<file path="src/rtl/rca_pkg.sv">
// Shared constants and types for the ripple-carry adder.
// The latency constant tracks the RCA_INPUT_REG_EN build option.
package rca_pkg;

  localparam int RCA_DEFAULT_WIDTH = 100;

  typedef logic [RCA_DEFAULT_WIDTH-1:0] rca_vec_t;

`ifdef RCA_INPUT_REG_EN
  localparam int RCA_LATENCY = 2;
`else
  localparam int RCA_LATENCY = 1;
`endif

endpackage : rca_pkg

</file>
<file path="src/rtl/rca_100bit_adder_full_adder.sv">
// Single-bit full adder: the cell the ripple chain is built from.
module full_adder (
  input  logic a,
  input  logic b,
  input  logic cin,
  output logic s,
  output logic cout
);

  assign s    = a ^ b ^ cin;
  assign cout = (a & b) | (a & cin) | (b & cin);

endmodule : full_adder

</file>
<file path="src/rtl/rca_100bit_adder.sv">
// Registered ripple-carry adder exposing the per-bit carry vector.
// Build option RCA_INPUT_REG_EN adds an input flop stage (latency 2 instead of 1).
module rca_100bit_adder
  import rca_pkg::*;
#(
  parameter int WIDTH = RCA_DEFAULT_WIDTH
) (
  input  logic             clk,
  input  logic             rst_n,
  input  logic             in_valid,
  input  logic [WIDTH-1:0] a,
  input  logic [WIDTH-1:0] b,
  input  logic             cin,
  output logic             out_valid,
  output logic [WIDTH-1:0] sum,
  output logic [WIDTH-1:0] cout
);

  logic [WIDTH-1:0] op_a;
  logic [WIDTH-1:0] op_b;
  logic             op_cin;
  logic             op_valid;

`ifdef RCA_INPUT_REG_EN
  logic [WIDTH-1:0] a_q, a_d;
  logic [WIDTH-1:0] b_q, b_d;
  logic             cin_q, cin_d;
  logic             in_valid_q, in_valid_d;

  always_comb begin
    a_d        = a;
    b_d        = b;
    cin_d      = cin;
    in_valid_d = in_valid;
  end

  always_ff @(posedge clk or negedge rst_n) begin
    if (!rst_n) begin
      a_q        <= '0;
      b_q        <= '0;
      cin_q      <= 1'b0;
      in_valid_q <= 1'b0;
    end else begin
      a_q        <= a_d;
      b_q        <= b_d;
      cin_q      <= cin_d;
      in_valid_q <= in_valid_d;
    end
  end

  assign op_a     = a_q;
  assign op_b     = b_q;
  assign op_cin   = cin_q;
  assign op_valid = in_valid_q;
`else
  assign op_a     = a;
  assign op_b     = b;
  assign op_cin   = cin;
  assign op_valid = in_valid;
`endif

  // carry_chain[i] is the carry into bit i; carry_chain[i+1] its carry out.
  logic [WIDTH:0]   carry_chain;
  logic [WIDTH-1:0] s_comb;

  assign carry_chain[0] = op_cin;

  for (genvar i = 0; i < WIDTH; i++) begin : g_bit
    full_adder u_fa (
      .a    (op_a[i]),
      .b    (op_b[i]),
      .cin  (carry_chain[i]),
      .s    (s_comb[i]),
      .cout (carry_chain[i+1])
    );
  end

  logic [WIDTH-1:0] sum_q, sum_d;
  logic [WIDTH-1:0] cout_q, cout_d;
  logic             out_valid_q, out_valid_d;

  always_comb begin
    sum_d       = s_comb;
    cout_d      = carry_chain[WIDTH:1];
    out_valid_d = op_valid;
  end

  always_ff @(posedge clk or negedge rst_n) begin
    if (!rst_n) begin
      sum_q       <= '0;
      cout_q      <= '0;
      out_valid_q <= 1'b0;
    end else begin
      sum_q       <= sum_d;
      cout_q      <= cout_d;
      out_valid_q <= out_valid_d;
    end
  end

  assign sum       = sum_q;
  assign cout      = cout_q;
  assign out_valid = out_valid_q;

endmodule : rca_100bit_adder

</file>
<file path="config.mk">
export PLATFORM = sky130hd
export DESIGN_NAME = rca_100bit_adder
export DESIGN_NICKNAME = d
export VERILOG_FILES = /design/src/rtl/rca_pkg.sv /design/src/rtl/rca_100bit_adder_full_adder.sv /design/src/rtl/rca_100bit_adder.sv
export SDC_FILE = /design/constraint.sdc
export NUM_CORES = 1
export LEC_CHECK = 0
export BUFFER_PORTS_ARGS = -buffer_cell sky130_fd_sc_hd__buf_2
export CORE_AREA = 2 2 159 161
export DETAILED_ROUTE_END_ITERATION = 6
export DIE_AREA = 0 0 161 163
export GPL_TIMING_DRIVEN = 0
export PLACE_DENSITY = 0.63
export SYNTH_ARGS = -nofsm -noshare
export SYNTH_HDL_FRONTEND = slang
export SYNTH_SLANG_ARGS = --single-unit
</file>
<file path="constraint.sdc">
create_clock -name clk -period 0.85 [get_ports clk]
set_input_delay 0.0425 -clock clk [delete_from_list [all_inputs] [get_ports clk]]
set_output_delay 0.0425 -clock clk [all_outputs]
set_load 0.02 [all_outputs]
</file>
=== Word-level counts from Yosys, hierarchy flattened ===
Cells that the tools add are included.

* Output and inout port bits: 201
* Flip-flop bits (word level): 201
* Word-level logic and storage cells: 703

* Bitwise logic cells: 700

{| class="wikitable"
|+ Operators with widths
! cell !! count
|-
| 1-bit bitwise AND || 300
|-
| 1-bit OR || 200
|-
| 1-bit XOR || 200
|}

=== Longest topological paths before layout ===
* Depth in word-level cells: 300
* Depth in mapped cells: 104
* Gate-level depth less buffers: 104

=== Modules after synthesis ===
Synthesis repeated with hierarchy kept, for this count alone.

* Cells, all modules: 301
* Area total of the unflattened synthesis: 7,031.7 um^2

{| class="wikitable"
|+ By module, submodules not included
! module !! area an instance (um^2) !! instances !! cells each
|-
| rca_100bit_adder || 5,029.8 || 1 || 201
|-
| full_adder || 20.0 || 100 || 1
|}

=== Worst setup path before layout ===
Ideal clock, no wire load.

* Path kind: input to register
* Start point: input port a[0]
* End point: register sum_q[99] (netlist: sum[99])
* Data required time: 0.786 ns
* Cell stages on the path: 104
* Buffers on the path: 0
* Path slack: -39.132 ns
* Arrival time: 39.918 ns
* Library setup time: 0.064 ns
* Cell sequence: inv_1 fa_1 inv_1 fa_1 fa_1 fa_1 fa_1 fa_1 fa_1 fa_1 fa_1 fa_1 fa_1 fa_1 fa_1 fa_1 fa_1 fa_1 (+68 left out) fa_1 fa_1 fa_1 fa_1 fa_1 fa_1 fa_1 fa_1 fa_1 fa_1 fa_1 fa_1 fa_1 fa_1 fa_1 inv_1 fa_1 inv_1

* Longest elaborated chain between the ends: 298
* Elaborated cells between the ends (all ways): 397
* Classes of those cells: 397 x bitwise

{| class="wikitable"
|+ Ends and longest elaborated chain
! item !! RTL line !! RTL
|-
| start: declaration || rca_100bit_adder.sv:11 || <nowiki>input logic [WIDTH-1:0] a,</nowiki>
|-
| 1-bit bitwise AND || rca_100bit_adder_full_adder.sv:11 || <nowiki>assign cout = (a & b) | (a & cin) | (b & cin);</nowiki>
|-
| 1-bit OR * (2 in a row) || rca_100bit_adder_full_adder.sv:11 ||
|-
| via g_bit[0].u_fa.cout || rca_100bit_adder_full_adder.sv:7 || <nowiki>output logic cout</nowiki>
|-
| 1-bit bitwise AND || rca_100bit_adder_full_adder.sv:11 ||
|-
| 1-bit OR || rca_100bit_adder_full_adder.sv:11 ||
|-
| 1-bit OR * || rca_100bit_adder_full_adder.sv:11 ||
|-
| via g_bit[1].u_fa.cout || rca_100bit_adder_full_adder.sv:7 ||
|-
| 1-bit bitwise AND || rca_100bit_adder_full_adder.sv:11 ||
|-
| (+2 left out) || - ||
|-
| via g_bit[2].u_fa.cout || rca_100bit_adder_full_adder.sv:7 ||
|-
| (+3 left out) || - ||
|-
| via g_bit[3].u_fa.cout || rca_100bit_adder_full_adder.sv:7 ||
|-
| (+3 left out) || - ||
|-
| via g_bit[4].u_fa.cout || rca_100bit_adder_full_adder.sv:7 ||
|-
| (+3 left out) || - ||
|-
| via g_bit[5].u_fa.cout || rca_100bit_adder_full_adder.sv:7 ||
|-
| (+3 left out) || - ||
|-
| via g_bit[6].u_fa.cout || rca_100bit_adder_full_adder.sv:7 ||
|-
| (+3 left out) || - ||
|-
| via g_bit[7].u_fa.cout || rca_100bit_adder_full_adder.sv:7 ||
|-
| (+3 left out) || - ||
|-
| via g_bit[8].u_fa.cout || rca_100bit_adder_full_adder.sv:7 ||
|-
| (+3 left out) || - ||
|-
| via g_bit[10].u_fa.cin || rca_100bit_adder_full_adder.sv:5 || <nowiki>input logic cin,</nowiki>
|-
| (+3 left out) || - ||
|-
| via g_bit[10].u_fa.cout || rca_100bit_adder_full_adder.sv:7 ||
|-
| (+3 left out) || - ||
|-
| via g_bit[11].u_fa.cout || rca_100bit_adder_full_adder.sv:7 ||
|-
| (+3 left out) || - ||
|-
| via g_bit[12].u_fa.cout || rca_100bit_adder_full_adder.sv:7 ||
|-
| (+3 left out) || - ||
|-
| via g_bit[13].u_fa.cout || rca_100bit_adder_full_adder.sv:7 ||
|-
| (+3 left out) || - ||
|-
| via g_bit[14].u_fa.cout || rca_100bit_adder_full_adder.sv:7 ||
|-
| (+3 left out) || - ||
|-
| via g_bit[15].u_fa.cout || rca_100bit_adder_full_adder.sv:7 ||
|-
| (+3 left out) || - ||
|-
| via g_bit[16].u_fa.cout || rca_100bit_adder_full_adder.sv:7 ||
|-
| (+3 left out) || - ||
|-
| via g_bit[17].u_fa.cout || rca_100bit_adder_full_adder.sv:7 ||
|-
| (+3 left out) || - ||
|-
| via g_bit[18].u_fa.cout || rca_100bit_adder_full_adder.sv:7 ||
|-
| (+3 left out) || - ||
|-
| via g_bit[19].u_fa.cout || rca_100bit_adder_full_adder.sv:7 ||
|-
| (+3 left out) || - ||
|-
| via g_bit[20].u_fa.cout || rca_100bit_adder_full_adder.sv:7 ||
|-
| (+3 left out) || - ||
|-
| via g_bit[21].u_fa.cout || rca_100bit_adder_full_adder.sv:7 ||
|-
| (+3 left out) || - ||
|-
| via g_bit[22].u_fa.cout || rca_100bit_adder_full_adder.sv:7 ||
|-
| (+3 left out) || - ||
|-
| via g_bit[23].u_fa.cout || rca_100bit_adder_full_adder.sv:7 ||
|-
| (+3 left out) || - ||
|-
| via g_bit[24].u_fa.cout || rca_100bit_adder_full_adder.sv:7 ||
|-
| (+3 left out) || - ||
|-
| via g_bit[25].u_fa.cout || rca_100bit_adder_full_adder.sv:7 ||
|-
| (+3 left out) || - ||
|-
| via g_bit[26].u_fa.cout || rca_100bit_adder_full_adder.sv:7 ||
|-
| (+3 left out) || - ||
|-
| via g_bit[27].u_fa.cout || rca_100bit_adder_full_adder.sv:7 ||
|-
| (+3 left out) || - ||
|-
| via g_bit[28].u_fa.cout || rca_100bit_adder_full_adder.sv:7 ||
|-
| (+3 left out) || - ||
|-
| via g_bit[29].u_fa.cout || rca_100bit_adder_full_adder.sv:7 ||
|-
| (+3 left out) || - ||
|-
| via g_bit[30].u_fa.cout || rca_100bit_adder_full_adder.sv:7 ||
|-
| (+3 left out) || - ||
|-
| via g_bit[31].u_fa.cout || rca_100bit_adder_full_adder.sv:7 ||
|-
| (+3 left out) || - ||
|-
| via g_bit[32].u_fa.cout || rca_100bit_adder_full_adder.sv:7 ||
|-
| (+3 left out) || - ||
|-
| via g_bit[33].u_fa.cout || rca_100bit_adder_full_adder.sv:7 ||
|-
| (+3 left out) || - ||
|-
| via g_bit[34].u_fa.cout || rca_100bit_adder_full_adder.sv:7 ||
|-
| (+3 left out) || - ||
|-
| via g_bit[35].u_fa.cout || rca_100bit_adder_full_adder.sv:7 ||
|-
| (+3 left out) || - ||
|-
| via g_bit[36].u_fa.cout || rca_100bit_adder_full_adder.sv:7 ||
|-
| (+3 left out) || - ||
|-
| via g_bit[37].u_fa.cout || rca_100bit_adder_full_adder.sv:7 ||
|-
| (+3 left out) || - ||
|-
| via g_bit[38].u_fa.cout || rca_100bit_adder_full_adder.sv:7 ||
|-
| (+3 left out) || - ||
|-
| via g_bit[39].u_fa.cout || rca_100bit_adder_full_adder.sv:7 ||
|-
| (+3 left out) || - ||
|-
| via g_bit[40].u_fa.cout || rca_100bit_adder_full_adder.sv:7 ||
|-
| (+3 left out) || - ||
|-
| via g_bit[41].u_fa.cout || rca_100bit_adder_full_adder.sv:7 ||
|-
| (+3 left out) || - ||
|-
| via g_bit[42].u_fa.cout || rca_100bit_adder_full_adder.sv:7 ||
|-
| (+3 left out) || - ||
|-
| via g_bit[43].u_fa.cout || rca_100bit_adder_full_adder.sv:7 ||
|-
| (+3 left out) || - ||
|-
| via g_bit[44].u_fa.cout || rca_100bit_adder_full_adder.sv:7 ||
|-
| (+3 left out) || - ||
|-
| via g_bit[45].u_fa.cout || rca_100bit_adder_full_adder.sv:7 ||
|-
| (+3 left out) || - ||
|-
| via g_bit[46].u_fa.cout || rca_100bit_adder_full_adder.sv:7 ||
|-
| (+3 left out) || - ||
|-
| via g_bit[47].u_fa.cout || rca_100bit_adder_full_adder.sv:7 ||
|-
| (+3 left out) || - ||
|-
| via g_bit[48].u_fa.cout || rca_100bit_adder_full_adder.sv:7 ||
|-
| (+3 left out) || - ||
|-
| via g_bit[49].u_fa.cout || rca_100bit_adder_full_adder.sv:7 ||
|-
| (+3 left out) || - ||
|-
| via g_bit[50].u_fa.cout || rca_100bit_adder_full_adder.sv:7 ||
|-
| (+3 left out) || - ||
|-
| via g_bit[51].u_fa.cout || rca_100bit_adder_full_adder.sv:7 ||
|-
| (+3 left out) || - ||
|-
| via g_bit[52].u_fa.cout || rca_100bit_adder_full_adder.sv:7 ||
|-
| (+3 left out) || - ||
|-
| via g_bit[53].u_fa.cout || rca_100bit_adder_full_adder.sv:7 ||
|-
| (+3 left out) || - ||
|-
| via g_bit[54].u_fa.cout || rca_100bit_adder_full_adder.sv:7 ||
|-
| (+3 left out) || - ||
|-
| via g_bit[55].u_fa.cout || rca_100bit_adder_full_adder.sv:7 ||
|-
| (+3 left out) || - ||
|-
| via g_bit[56].u_fa.cout || rca_100bit_adder_full_adder.sv:7 ||
|-
| (+3 left out) || - ||
|-
| via g_bit[57].u_fa.cout || rca_100bit_adder_full_adder.sv:7 ||
|-
| (+3 left out) || - ||
|-
| via g_bit[58].u_fa.cout || rca_100bit_adder_full_adder.sv:7 ||
|-
| (+3 left out) || - ||
|-
| via g_bit[59].u_fa.cout || rca_100bit_adder_full_adder.sv:7 ||
|-
| (+3 left out) || - ||
|-
| via g_bit[60].u_fa.cout || rca_100bit_adder_full_adder.sv:7 ||
|-
| (+3 left out) || - ||
|-
| via g_bit[61].u_fa.cout || rca_100bit_adder_full_adder.sv:7 ||
|-
| (+3 left out) || - ||
|-
| via g_bit[62].u_fa.cout || rca_100bit_adder_full_adder.sv:7 ||
|-
| (+3 left out) || - ||
|-
| via g_bit[63].u_fa.cout || rca_100bit_adder_full_adder.sv:7 ||
|-
| (+3 left out) || - ||
|-
| via g_bit[64].u_fa.cout || rca_100bit_adder_full_adder.sv:7 ||
|-
| (+3 left out) || - ||
|-
| via g_bit[65].u_fa.cout || rca_100bit_adder_full_adder.sv:7 ||
|-
| (+3 left out) || - ||
|-
| via g_bit[66].u_fa.cout || rca_100bit_adder_full_adder.sv:7 ||
|-
| (+3 left out) || - ||
|-
| via g_bit[67].u_fa.cout || rca_100bit_adder_full_adder.sv:7 ||
|-
| (+3 left out) || - ||
|-
| via g_bit[68].u_fa.cout || rca_100bit_adder_full_adder.sv:7 ||
|-
| (+3 left out) || - ||
|-
| via g_bit[69].u_fa.cout || rca_100bit_adder_full_adder.sv:7 ||
|-
| (+3 left out) || - ||
|-
| via g_bit[70].u_fa.cout || rca_100bit_adder_full_adder.sv:7 ||
|-
| (+3 left out) || - ||
|-
| via g_bit[71].u_fa.cout || rca_100bit_adder_full_adder.sv:7 ||
|-
| (+3 left out) || - ||
|-
| via g_bit[72].u_fa.cout || rca_100bit_adder_full_adder.sv:7 ||
|-
| (+3 left out) || - ||
|-
| via g_bit[73].u_fa.cout || rca_100bit_adder_full_adder.sv:7 ||
|-
| (+3 left out) || - ||
|-
| via g_bit[74].u_fa.cout || rca_100bit_adder_full_adder.sv:7 ||
|-
| (+3 left out) || - ||
|-
| via g_bit[75].u_fa.cout || rca_100bit_adder_full_adder.sv:7 ||
|-
| (+3 left out) || - ||
|-
| via g_bit[76].u_fa.cout || rca_100bit_adder_full_adder.sv:7 ||
|-
| (+3 left out) || - ||
|-
| via g_bit[77].u_fa.cout || rca_100bit_adder_full_adder.sv:7 ||
|-
| (+3 left out) || - ||
|-
| via g_bit[78].u_fa.cout || rca_100bit_adder_full_adder.sv:7 ||
|-
| (+3 left out) || - ||
|-
| via g_bit[79].u_fa.cout || rca_100bit_adder_full_adder.sv:7 ||
|-
| (+3 left out) || - ||
|-
| via g_bit[80].u_fa.cout || rca_100bit_adder_full_adder.sv:7 ||
|-
| (+3 left out) || - ||
|-
| via g_bit[81].u_fa.cout || rca_100bit_adder_full_adder.sv:7 ||
|-
| (+3 left out) || - ||
|-
| via g_bit[82].u_fa.cout || rca_100bit_adder_full_adder.sv:7 ||
|-
| (+3 left out) || - ||
|-
| via g_bit[83].u_fa.cout || rca_100bit_adder_full_adder.sv:7 ||
|-
| (+3 left out) || - ||
|-
| via g_bit[84].u_fa.cout || rca_100bit_adder_full_adder.sv:7 ||
|-
| (+3 left out) || - ||
|-
| via g_bit[85].u_fa.cout || rca_100bit_adder_full_adder.sv:7 ||
|-
| (+3 left out) || - ||
|-
| via g_bit[86].u_fa.cout || rca_100bit_adder_full_adder.sv:7 ||
|-
| (+3 left out) || - ||
|-
| via g_bit[87].u_fa.cout || rca_100bit_adder_full_adder.sv:7 ||
|-
| (+3 left out) || - ||
|-
| via g_bit[88].u_fa.cout || rca_100bit_adder_full_adder.sv:7 ||
|-
| (+3 left out) || - ||
|-
| via g_bit[89].u_fa.cout || rca_100bit_adder_full_adder.sv:7 ||
|-
| (+3 left out) || - ||
|-
| via g_bit[90].u_fa.cout || rca_100bit_adder_full_adder.sv:7 ||
|-
| (+3 left out) || - ||
|-
| via g_bit[91].u_fa.cout || rca_100bit_adder_full_adder.sv:7 ||
|-
| (+3 left out) || - ||
|-
| via g_bit[92].u_fa.cout || rca_100bit_adder_full_adder.sv:7 ||
|-
| (+3 left out) || - ||
|-
| via g_bit[93].u_fa.cout || rca_100bit_adder_full_adder.sv:7 ||
|-
| (+3 left out) || - ||
|-
| via g_bit[94].u_fa.cout || rca_100bit_adder_full_adder.sv:7 ||
|-
| (+3 left out) || - ||
|-
| via g_bit[95].u_fa.cout || rca_100bit_adder_full_adder.sv:7 ||
|-
| (+3 left out) || - ||
|-
| via g_bit[96].u_fa.cout || rca_100bit_adder_full_adder.sv:7 ||
|-
| (+2 left out) || - ||
|-
| 1-bit OR * || rca_100bit_adder_full_adder.sv:11 ||
|-
| via g_bit[97].u_fa.cout || rca_100bit_adder_full_adder.sv:7 ||
|-
| 1-bit bitwise AND || rca_100bit_adder_full_adder.sv:11 ||
|-
| 1-bit OR || rca_100bit_adder_full_adder.sv:11 ||
|-
| 1-bit OR * || rca_100bit_adder_full_adder.sv:11 ||
|-
| via g_bit[98].u_fa.cout || rca_100bit_adder_full_adder.sv:7 ||
|-
| 1-bit XOR * || rca_100bit_adder_full_adder.sv:10 || <nowiki>assign s = a ^ b ^ cin;</nowiki>
|-
| via g_bit[99].u_fa.s || rca_100bit_adder_full_adder.sv:6 || <nowiki>output logic s,</nowiki>
|-
| end signal: assignment || rca_100bit_adder.sv:94 || <nowiki>sum_q <= sum_d;</nowiki>
|-
| end: declaration || rca_100bit_adder.sv:78 || <nowiki>logic [WIDTH-1:0] sum_q, sum_d;</nowiki>
|}

Mark *: on every way through the listed nets, which the timed path passes. The rest lies on a longest branch.

=== Final worst setup path ===
Ends and elaborated chain as after synthesis.

==> metrics.txt <==
outcome finished, violations left; failing checks negative hold slack, negative setup slack; detailed placement HPWL 14800 um; layout cells sized above 1 0.731; Leakage 0.00556 uW; Hold Path Class in2async; clock network fraction of total power 0.317; vias in the first global route 5161; Area Growth Syn to Fin 67.9%; logic gate share of total power 0.271; Power Density 2380 nW/um^2; Initial Utilization 0.287; CP endpoint kind flip-flop; CP arrival around 37000 ps; synth warn 0; IO Port Bufs 404; flops & latches, synth about 200; leading area contributor after synthesis dfrtp_1; fmax 0.0272 GHz; Die W ~160 um; antenna-violating nets left 0; CTS max path bufs 3; DRT iter0 DRCs between 200 and 250; Slew Viols, Final 0; ant diodes 0; All-Layer GR Usage 0.137; DRC 0; I/O pin total 405; clk sink count 201; Sw Ratio 0.289; Worst Setup Start Kind primary input; max cap viols 0; routed wire length 19200 um; endpoints failing hold 271; CTS tree yes; Layout Nets 1096; first-pass GRT wire length 27500 um; net count after synthesis about 620; num rows 58; detailed-route via count 4511; crit path from a[0]; gpl congestion 0.853; Yosys cell types 3; drt pass-1 iters 4; Final period util 43.3; Max-Slew Margin vs Limit 0.500; Peak VDD IR 1.68 mV; core footprint 24700 um^2; CTS Hold Bufs 3; Synth area leaders dfrtp_1 (71%), fa_1 (28%), inv_1 (0.53%); RSZ-0062 raised after global routing yes; H-tree level count 1; Synth top area share 0.712; gr ovfl total 0; Avg Vias per Cell 3.97; CP most frequent cell fa_2; Cell Int Power 20100 uW; Worst-Margin Slew 750 ps; fin crit period approximately 37000 ps; switching component of the power 8160 uW; Seq/Total Area, Yosys 0.712; Gate Count Post-Synth 311; Critical Path Max Stage Delay 410 ps; die area 26200 um^2; CTS clock-pin slew for the worst setup and hold paths 60 ps; pre-CTS WS -36820 ps; drt wl/cell 16.9 um; clock root cell clkbuf_16; TritonCTS Buffers 22; hold slack -449 ps; critical path's slowest cell fa_2; synthesized area 7070 um^2; largest net degree at the start of global routing 106; Layout fillers 2099; setup violators final about 400; initial antenna violation count 0; Die Span Y 163 um; Setup CP Type in2reg; post-route worst setup slack -35930 ps; Crit path required time ~1300 ps; syn_area_per_cell 22.7 um^2; Reg power frac 0.412; crit-path max FO 2
[synth_stat cells]
cell type	number
fa_1	100
dfrtp_1	201
inv_1	10
[how the worst max path moves through the flow]
stage | endpoint | slack (ps) | depth (start not counted)
2_1_floorplan | sum[99]$_DFF_PN0_ | -34400 | 104
3_3_place_gp | sum[99]$_DFF_PN0_ | -36400 | 105
3_5_place_dp | sum[99]$_DFF_PN0_ | -36820 | 105
4_1_cts | sum[99]$_DFF_PN0_ | -35830 | 105
5_1_grt | sum[99]$_DFF_PN0_ | -36700 | 105
6_report | sum[99]$_DFF_PN0_ | -35930 | 105
[state kept, by name, summed over array words and instances (netlist names)]
register,count
cout,100
sum,100
out_valid,1
[power by group through the flow]
| stage | registers, uW | logic, uW | clock network [uW] |
|---|---|---|---|
| after global routing | 11800 | 8190 | 9740 |
| final | 11600 | 7660 | 8970 |
| after CTS | 11400 | 6410 | 9280 |
| after global placement | 11500 | 5940 | 0 |
| after detailed placement | 11500 | 6100 | 0 |
| after floorplan | 13500 | 983 | 0 |
[repair_timing]
action / 4_1_cts / 5_1_grt
endpoints found under the setup margin: 396 / 396
buffers inserted: 31 / 18
hold endpoints to repair: 294 / 277
pin swaps: 0 / 0
gates resized for setup: 30 / 290
[per-stage QoR]
step	util	cell area, um^2	setup TNS [ps]	cells	power (uW)
2_1_floorplan	-	7330	-3398900	311	14500
3_3_place_gp	0.396	9770	-4346700	1045	17400
3_5_place_dp	0.397	9810	-3694220	1046	17600
4_1_cts	0.440	10800	-3560530	1119	27100
5_1_grt	0.481	11900	-3645190	1137	29700
6_report	0.481	11900	-3566240	1137	28300
[critical path, delay by kind of cell]
| family | cells | cell delay (ps) |
|---|---|---|
| fa+ha+maj | 100 | 36820 |
| buf+inv | 5 | 320 |
[routing by layer]
| layer | global-route usage | vias to the layer above | part of all wire |
|---|---|---|---|
| li1 | - | 1910 | - |
| met1 | 0.140 | 2296 | 0.31 |
| met2 | 0.263 | 267 | 0.56 |
| met5 | 0 | - | 0 |
| met4 | 0.0369 | 0 | 0.024 |
| met3 | 0.0476 | 38 | 0.10 |
[kinds of logic (layout without fill, tap and decap cells)]
| kind of cell | after synthesis | count (layout) | synth area share |
|---|---|---|---|
| adders and majority gates | 100 | 100 | 0.283 |
| buffers and inverters | 10 | 506 | 0.00531 |
| DFF | 201 | 201 | 0.712 |
[cell usage in the layout (no fill, tap or decap), drive strengths merged]
| master | instances |
|---|---|
| buf | 454 |
| dfrtp | 201 |
| fa | 100 |
| clkbuf | 36 |
| inv | 10 |
| clkinv | 3 |
| dlygate4sd3 | 3 |
[area by class of cell]
type	count	area (um^2)	area share
tap	330	413	0.0348
clock buffer	36	674	0.0568
timing repair buffer	457	3430	0.289
sequential	201	5030	0.424
clock inverter	3	15.0	0.00127
multi-input combinational	100	2250	0.190
inverter	10	55.1	0.00464
No activity file was read; power rests on OpenSTA's default activity.
